### config.mk
export PLATFORM = sky130hd
export DESIGN_NAME = bcd_counter_flat
export DESIGN_NICKNAME = d
export VERILOG_FILES = /design/src/rtl/bcd_counter_if.sv /design/src/rtl/bcd_counter.sv /design/src/flat_wrapper.sv
export SDC_FILE = /design/constraint.sdc
export NUM_CORES = 1
export LEC_CHECK = 0
export CAP_MARGIN = 15
export CORE_UTILIZATION = 30
export DETAILED_ROUTE_END_ITERATION = 6
export GPL_TIMING_DRIVEN = 0
export PLACE_DENSITY_LB_ADDON = 0.2
export SYNTH_ARGS = -nofsm -noshare
export SYNTH_HDL_FRONTEND = slang
export SYNTH_SLANG_ARGS = --single-unit
### constraint.sdc
create_clock -name clk -period 1.65 [get_ports clk]
set_clock_uncertainty 0.15 [all_clocks]
set_input_delay 0.165 -clock clk [delete_from_list [all_inputs] [get_ports clk]]
set_output_delay 0.165 -clock clk [all_outputs]
set_load 0.01 [all_outputs]
### src/rtl/bcd_counter_if.sv
// Handshake/bus bundle between a BCD counter and whatever drives/observes it.
// The master side supplies count/load controls; the slave side is the counter.
interface bcd_counter_if #(
  parameter int DIGITS = 2
);
  logic                  en;
  logic                  up;
  logic                  load;
  logic [4*DIGITS-1:0]   load_val;
  logic [4*DIGITS-1:0]   bcd;
  logic                  tc;
  logic                  load_err;
  logic                  wrapped;

  modport master (
    output en, up, load, load_val,
    input  bcd, tc, load_err, wrapped
  );

  modport slave (
    input  en, up, load, load_val,
    output bcd, tc, load_err, wrapped
  );
endinterface

### src/rtl/bcd_counter.sv
// N-digit BCD up/down counter with validated parallel load. Every digit is
// kept in 0..9; a load containing any A..F digit is dropped and flagged.

module bcd_digit (
  input  logic [3:0] d,
  input  logic       ci,
  input  logic       up,
  output logic [3:0] nxt,
  output logic       co
);
  // ci is the carry (up) or borrow (down) arriving from the digit below
  always_comb begin
    nxt = d;
    co  = 1'b0;
    if (ci) begin
      if (up) begin
        co  = (d == 4'd9);
        nxt = co ? 4'd0 : d + 4'd1;
      end else begin
        co  = (d == 4'd0);
        nxt = co ? 4'd9 : d - 4'd1;
      end
    end
  end
endmodule

module bcd_counter #(
  parameter int DIGITS = 2
) (
  input  logic          clk,
  input  logic          rst,
  bcd_counter_if.slave  bus
);
  logic [DIGITS-1:0][3:0] bcd_q, bcd_d;
  logic [DIGITS-1:0][3:0] cnt_nxt;
  logic [DIGITS-1:0][3:0] ld;
  logic [DIGITS:0]        chain;
  logic                   wrapped_q, wrapped_d;
  logic                   load_err_q, load_err_d;
  logic                   load_ok, all9, all0;

  assign ld       = bus.load_val;
  assign chain[0] = 1'b1;

  for (genvar g = 0; g < DIGITS; g++) begin : g_dig
    bcd_digit u_dig (
      .d   (bcd_q[g]),
      .ci  (chain[g]),
      .up  (bus.up),
      .nxt (cnt_nxt[g]),
      .co  (chain[g+1])
    );
  end

  always_comb begin
    load_ok = 1'b1;
    all9    = 1'b1;
    all0    = 1'b1;
    for (int k = 0; k < DIGITS; k++) begin
      if (ld[k] > 4'd9)     load_ok = 1'b0;
      if (bcd_q[k] != 4'd9) all9    = 1'b0;
      if (bcd_q[k] != 4'd0) all0    = 1'b0;
    end
  end

  // Rejected loads still consume the cycle: no count happens alongside them
  always_comb begin
    bcd_d      = bcd_q;
    wrapped_d  = wrapped_q;
    load_err_d = 1'b0;
    if (bus.load) begin
      if (load_ok) begin
        bcd_d     = ld;
        wrapped_d = 1'b0;
      end else begin
        load_err_d = 1'b1;
      end
    end else if (bus.en) begin
      bcd_d = cnt_nxt;
      if (chain[DIGITS]) wrapped_d = 1'b1;
    end
  end

  always_ff @(posedge clk or posedge rst) begin
    if (rst) begin
      bcd_q      <= '0;
      wrapped_q  <= 1'b0;
      load_err_q <= 1'b0;
    end else begin
      bcd_q      <= bcd_d;
      wrapped_q  <= wrapped_d;
      load_err_q <= load_err_d;
    end
  end

  assign bus.bcd      = bcd_q;
  assign bus.wrapped  = wrapped_q;
  assign bus.load_err = load_err_q;
  // Gated by rst so a cascaded stage never sees a spurious enable in reset
  assign bus.tc = ~rst & bus.en & ~bus.load & (bus.up ? all9 : all0);
endmodule

### src/flat_wrapper.sv
// flat-port wrapper written by rule: the top's interface ports become plain ports
module bcd_counter_flat 
#(
  parameter int DIGITS = 2
)
  (clk, rst, bus_en, bus_up, bus_load, bus_load_val, bus_bcd, bus_tc, bus_load_err, bus_wrapped);
  bcd_counter_if #(.DIGITS(DIGITS)) bus_i ();
  input  logic clk;
  input  logic rst;
  input wire logic [$bits(bus_i.en)-1:0] bus_en;
  input wire logic [$bits(bus_i.up)-1:0] bus_up;
  input wire logic [$bits(bus_i.load)-1:0] bus_load;
  input wire logic [$bits(bus_i.load_val)-1:0] bus_load_val;
  output wire logic [$bits(bus_i.bcd)-1:0] bus_bcd;
  output wire logic [$bits(bus_i.tc)-1:0] bus_tc;
  output wire logic [$bits(bus_i.load_err)-1:0] bus_load_err;
  output wire logic [$bits(bus_i.wrapped)-1:0] bus_wrapped;
  assign bus_i.en = bus_en;
  assign bus_i.up = bus_up;
  assign bus_i.load = bus_load;
  assign bus_i.load_val = bus_load_val;
  assign bus_bcd = bus_i.bcd;
  assign bus_tc = bus_i.tc;
  assign bus_load_err = bus_i.load_err;
  assign bus_wrapped = bus_i.wrapped;
  bcd_counter #(.DIGITS(DIGITS)) u_core (.clk(clk), .rst(rst), .bus(bus_i));
endmodule
==> out/results.ini <==
[outcome]
status = complete, but fails checks
violations = negative setup slack

[floorplanning]
ios = 24
rows = 20
initial_core_util = 0.316
coreArea_um2 = 3080
die_w_um = 59.0
die_h_um = 59.0
dieArea_um2 = 3480

[job]
drv_cap = 0

[global_route]
antenna_found_initial = 0
gr-total-overflow = 0
grt_pass1_wl_um = 4430
grt_pass1_vias = 966
grt_max_degree = 11
track_usage = 0.166

[synth]
synth_cell_types = 53
synthArstFlopShare = 1.00
synthMuxAreaShare = 0.0373
yosys.cell_count.top_type = dfrtp_1
synth_fa_ha_area_frac = 0
ys_warn_count = 0
syn_area_per_cell_um2 = 8.32
ys_seq_area_frac = 0.257
yosys-top-cells-area = dfrtp_1, buf_6, a21oi_1
synth.net_count = 130
synth_top_family_by_area = compound AO/OA/AOI/OAI gates
synth_edf_count = 0
ys_ff_latch = 10
synth_compound_area_frac = 0.283
synth_area_um2 = 973
syn_inst = 117
netlist_top_cells_count = dfrtp_1, a21oi_1, inv_1, o21ai_0, nand2_1
synth_largest_area_cell = dfrtp_1
synthSimpleGateAreaFrac = 0.258
synth_top_area_frac = 0.257
synth_xor_xnor_area_share = 0.0270
synth_ff_type = dfrtp_1

[timing]
relSlewSlack = 0.649
hold_viol = 0
finalCritPeriodShare = 1.07
hold_slack_ns = 0.0704
maxSlewViolCount = 0
rsz0062_at_grt = true
finalSetupViolCount = 4
setup_tns_ns = -0.210
layout_setup_ws_ns = -0.118
fin_crit_ns = 1.77
fmax_ghz = 0.566
worstMarginPinSlew_ns = 0.527

[clock_tree]
clk_path_buf_depth = 2
htreeDepth = 1
cts_tree = yes
cts.sinks = 10
clk_pin_slew_ns = 0.07
clkLatencyLatePin_ns = 0.27
root_buffer = clkbuf_4
cts_hold_buf = 0
numCtsBuffers = 3

[place]
port_buffers = 22
post-dp-hpwl_um = 1830
gp_congestion = 0.805

[drt]
finalWirelength_um = 2770
wl_per_cell_um = 14.0
drt-initial-drc-count = 28
num_vias = 1026
ant_nets = 0
via_per_inst = 5.18
dr.pass1.iters = 4
drcViolationCount = 0

[setup_path]
r2r_setup_slack_ns = -0.04
path_class = reg2out
cp_max_fo = 7
endpoint_kind = output port
worst_setup_path_start_kind = register
cp_data_arrival_time_ns = 1.45
worst_ep_required_time_ns = 1.33

[power]
ir_drop_mv = 0.531
p_leak_nw = 0.616
power.density_nw_per_um2 = 1110

[final_layout]
nets = 168
antenna_cells = 0
area_growth_syn_to_layout_pct = 50.3
drive_above_1_share = 0.338
nFillCells = 294

[hold_path]
hold_path_class = in2async

[timing repair]
item | in CTS | in global routing
setup endpoints to repair | 4 | 8
gates resized for setup | 17 | 16
pin swaps | 2 | 2
buffers inserted | 6 | 5
[area by class of cell]
type,count,area (um^2),share of cell area
tap,44,55.1,0.0376
multi-input combinational,87,678,0.464
inverter,8,30.0,0.0205
sequential,10,251,0.172
timing repair buffer,33,299,0.204
buffer,12,113,0.0770
clock buffer,4,36.3,0.0248
[metrics by stage]
stage          std cells   util  power, mW  instance area (um^2)  setup WS (ns)
4_1_cts              193  0.443       1.53                  1370         -0.104
3_3_place_gp         183  0.406       1.21                  1250         -0.682
5_1_grt              198  0.475       1.73                  1460         -0.195
2_1_floorplan        117      -      0.937                   973         0.0183
3_5_place_dp         183  0.406       1.22                  1250         -0.683
6_report             198  0.475       1.62                  1460         -0.118
[critical path, cell delays in order, from the launching register on]
cell and delay [ns]:
dfrtp_1 0.39, buf_6 0.14, nor3_4 0.16, a2bb2o_4 0.16
nand3_2 0.07, nor3_2 0.11, buf_2 0.15
[state kept, by name (all words and copies together) (netlist names)]
name / cells
u_core.bus.bcd: 8
u_core.bus.wrapped: 1
u_core.bus.load_err: 1
[routing by layer]
metal / GRT usage / part of all wire / up-vias
met5: 0 / 0 / -
met4: 0.0680 / 0.011 / 0
met3: 0.0110 / 0.042 / 4
met2: 0.263 / 0.47 / 33
met1: 0.234 / 0.47 / 496
li1: - / - / 493
[path summary, 6_finish.rpt]
| kind | to | startpoint | cells past startpoint |
|---|---|---|---|
| setup / recovery | bus_tc | u_core.bus.bcd[3] | 6 |
| hold / removal | u_core.bus.bcd[2] | rst | 2 |
| setup reg to reg | u_core.bus.bcd[7] | u_core.bus.bcd[0] | 5 |
| hold reg to reg | u_core.bus.wrapped | u_core.bus.wrapped | 2 |
| max in group asynchronous | u_core.bus.bcd[0] | rst | 2 |
| min in group clk | u_core.bus.bcd[6] | bus_load | 4 |
[cell families after synthesis]
group | Yosys count
mux | 3
xor+xnor | 3
simple gates | 43
buf+inv | 20
compound gates | 38
flops | 10
[where the power goes]
part           internal (mW)  switching [mW]  total (mW)  leakage (nW)
clock network          0.134          0.0868       0.221        0.0210
logic                  0.536           0.498        1.03         0.476
registers              0.318          0.0472       0.365         0.119
total                  0.987           0.632        1.62         0.616
[placed cells by master, fill, tap and decap left out, drive strengths merged, types with 4 or more instances in the layout]
master	n
nand3	8
nor3	4
clkbuf	5
clkdlybuf4s50	19
o21ai	9
a21oi	8
nand2	7
inv	8
nor2b	4
nand2b	4
dfrtp	10
buf	23
nor2	6
Power figures use the tool's default switching activity.
==> RTL change, RTL diff (same flow settings) <==
`DIGITS` is set to 2 in 3 places; all go to 4.
--- a/src/rtl/bcd_counter_if.sv
+++ b/src/rtl/bcd_counter_if.sv
@@ -1,7 +1,7 @@
 // Handshake/bus bundle between a BCD counter and whatever drives/observes it.
 // The master side supplies count/load controls; the slave side is the counter.
 interface bcd_counter_if #(
-  parameter int DIGITS = 2
+  parameter int DIGITS = 4
 );
   logic                  en;
   logic                  up;
--- a/src/rtl/bcd_counter.sv
+++ b/src/rtl/bcd_counter.sv
@@ -25,7 +25,7 @@
 endmodule
 
 module bcd_counter #(
-  parameter int DIGITS = 2
+  parameter int DIGITS = 4
 ) (
   input  logic          clk,
   input  logic          rst,
--- a/src/flat_wrapper.sv
+++ b/src/flat_wrapper.sv
@@ -1,7 +1,7 @@
 // flat-port wrapper written by rule: the top's interface ports become plain ports
 module bcd_counter_flat 
 #(
-  parameter int DIGITS = 2
+  parameter int DIGITS = 4
 )
   (clk, rst, bus_en, bus_up, bus_load, bus_load_val, bus_bcd, bus_tc, bus_load_err, bus_wrapped);
   bcd_counter_if #(.DIGITS(DIGITS)) bus_i ();
Ports: changed (resized bus_bcd and bus_load_val); port bits go from 24 to 40. No check against the original RTL was run, so the function may have changed too.
==> RTL change against the original RTL <==
- the run still ends with negative setup slack left
- sequential cell count is 8 higher
- synthesized area is 57% higher
- critical endpoint is now u_core.bus.bcd[12]
- sequential power is 120% higher
- routed wire length is 77% higher
- total power is 110% higher
- final area is 65% higher
- critical path depth stayed put
- sequential share of layout area is 1.8 points higher
- setup slack worse by 0.15 ns
- global-route usage is 1.4 points higher
- non-clock buffer count is 28 higher
- clock power is 72% higher
==> RTL change: results (changes against the original RTL) <==
[setup_path]
critPathSlowestCell = dfrtp_1
worstPathArrival_ns = 1.92  ; +0.47 ns
reg2reg_to = u_core.bus.bcd[12]
rr_worst_depth = 6  ; +1
critical-path-max-stage-delay_ns = 0.40
cp_top_family = simple AND/OR/NAND/NOR gates
worstPathMaxFanout = 4  ; -3
worstReg2RegStart = u_core.bus.bcd[4]

[cts]
cts_resized = 46  ; +29
clkSlewWorstSetupHoldPaths_ns = 0.08
cts_setup_buffers = 7  ; +1
htree_levels = 1  ; unchanged
cts-root-buf = clkbuf_8

[sta]
fin_tns_setup_ns = -2.17  ; -1.96 ns
whs_ns = 0.153  ; +0.0827 ns
setup_ws_ns = -0.268  ; -0.151 ns
maxSlewHeadroom_pct = 51.0  ; -14 points
finalSetupViolations = 12  ; +8

[synth]
synth_top_flop_cell = dfrtp_1
synth_compound_area_share_pct = 28.4  ; +0.15 points
syn_nets = 225  ; +73%
async_flop_share_pct = 100  ; unchanged
muxShareOfSynthArea_pct = 6.37  ; +2.6 points
synth_top_cells_by_count = 24 x nor2_1, 19 x o21ai_0, 18 x dfrtp_1
synth_seq_area_share_pct = 29.4  ; +3.7 points
synth_xor_area_share_pct = 1.72  ; -0.98 points
synthDistinctLibCells = 49  ; -7.5%
yosysWarningCount = 0  ; unchanged
netlist_instances = 204  ; +74%

[detailed_routing]
wl_per_cell_um = 14.9  ; +6.6%
wl_um = 4900  ; +77%
drtIter0Drc = 94  ; +240%
drt_pass1_iterations = 5  ; +1
viasPerCell = 5.28  ; +1.9%

[run_status]
violations = negative setup slack
status = finished with violations

[place]
dpl_cell_area_mm2 = 0.00200  ; +60%
place_congestion = 0.794  ; -1.4%
dp_slack_ns = -0.781  ; -0.0989 ns
port_buffers = 38  ; +73%
post-place-cells = 309  ; +69%

[power]
leakage_nw = 0.992  ; +61%
peakVddDrop_uv = 654  ; +23%

[grt]
grt_pass1_wl_um = 7500  ; +69%
globalRouteTotalUtil_pct = 18.0  ; +1.4 points
grt_max_degree = 19  ; +8
grt_pass1_vias = 1495  ; +55%

[cells_and_area]
largest_reg_flops = 16  ; +8
num-fill-cells = 496  ; +69%
finalNetCount = 284  ; +69%
drive_gt1_share_pct = 27.9  ; -5.9 points

[min_path]
hp-class = in2reg

-- RTL change: changes by cell type after synthesis, sizes merged, moves of 3 or more --
cell / change
and3: +3
nor2: +18
nand2: +11
o22ai: +3
a31oi: +3
o21ai: +11
o311ai: +4
nand4: +5
clkbuf: +10
o21a: +3
buf: -3
dfrtp: +8
mux2: +4
-- RTL change: layout make-up --
class | count | area [um2] | share of cell area [%]
multi-input combinational | 160 | 1100 | 45.9
inverter | 7 | 26.3 | 1.09
clock buffer | 4 | 55.1 | 2.29
sequential | 18 | 457 | 19.0
buffer | 17 | 154 | 6.39
tap | 67 | 83.8 | 3.48
timing repair buffer | 56 | 527 | 21.9
-- RTL change: kinds of logic after synthesis --
logic type,Yosys count
and+or+nand+nor,82
AOI/OAI and AO/OA,66
buffers and inverters,26
DFF,18
muxes,9
xor gates and xnor gates,3
-- RTL change: power by group --
group | internal (W) | switching (W) | total (W)
combinational | 0.00124 | 0.00105 | 0.00229
sequential | 0.000616 | 0.000190 | 0.000805
clock | 0.000213 | 0.000167 | 0.000380
-- RTL change: how the worst max path moves through the flow --
stage / to / slack (ns)
2_1_floorplan: u_core.bus.bcd[12] / -0.20
3_3_place_gp: bus_tc / -0.81
3_5_place_dp: bus_tc / -0.78
4_1_cts: u_core.bus.bcd[12] / -0.28
5_1_grt: u_core.bus.bcd[13] / -0.33
6_report: u_core.bus.bcd[12] / -0.27
-- RTL change: metal layers --
layer | vias up | wire [um] | GRT usage [%]
met4 | 0 | 47 | 4.49
met1 | 821 | 2370 | 27.1
li1 | 858 | - | -
met5 | - | 0 | 0
met3 | 6 | 257 | 3.43
met2 | 53 | 2230 | 26.2
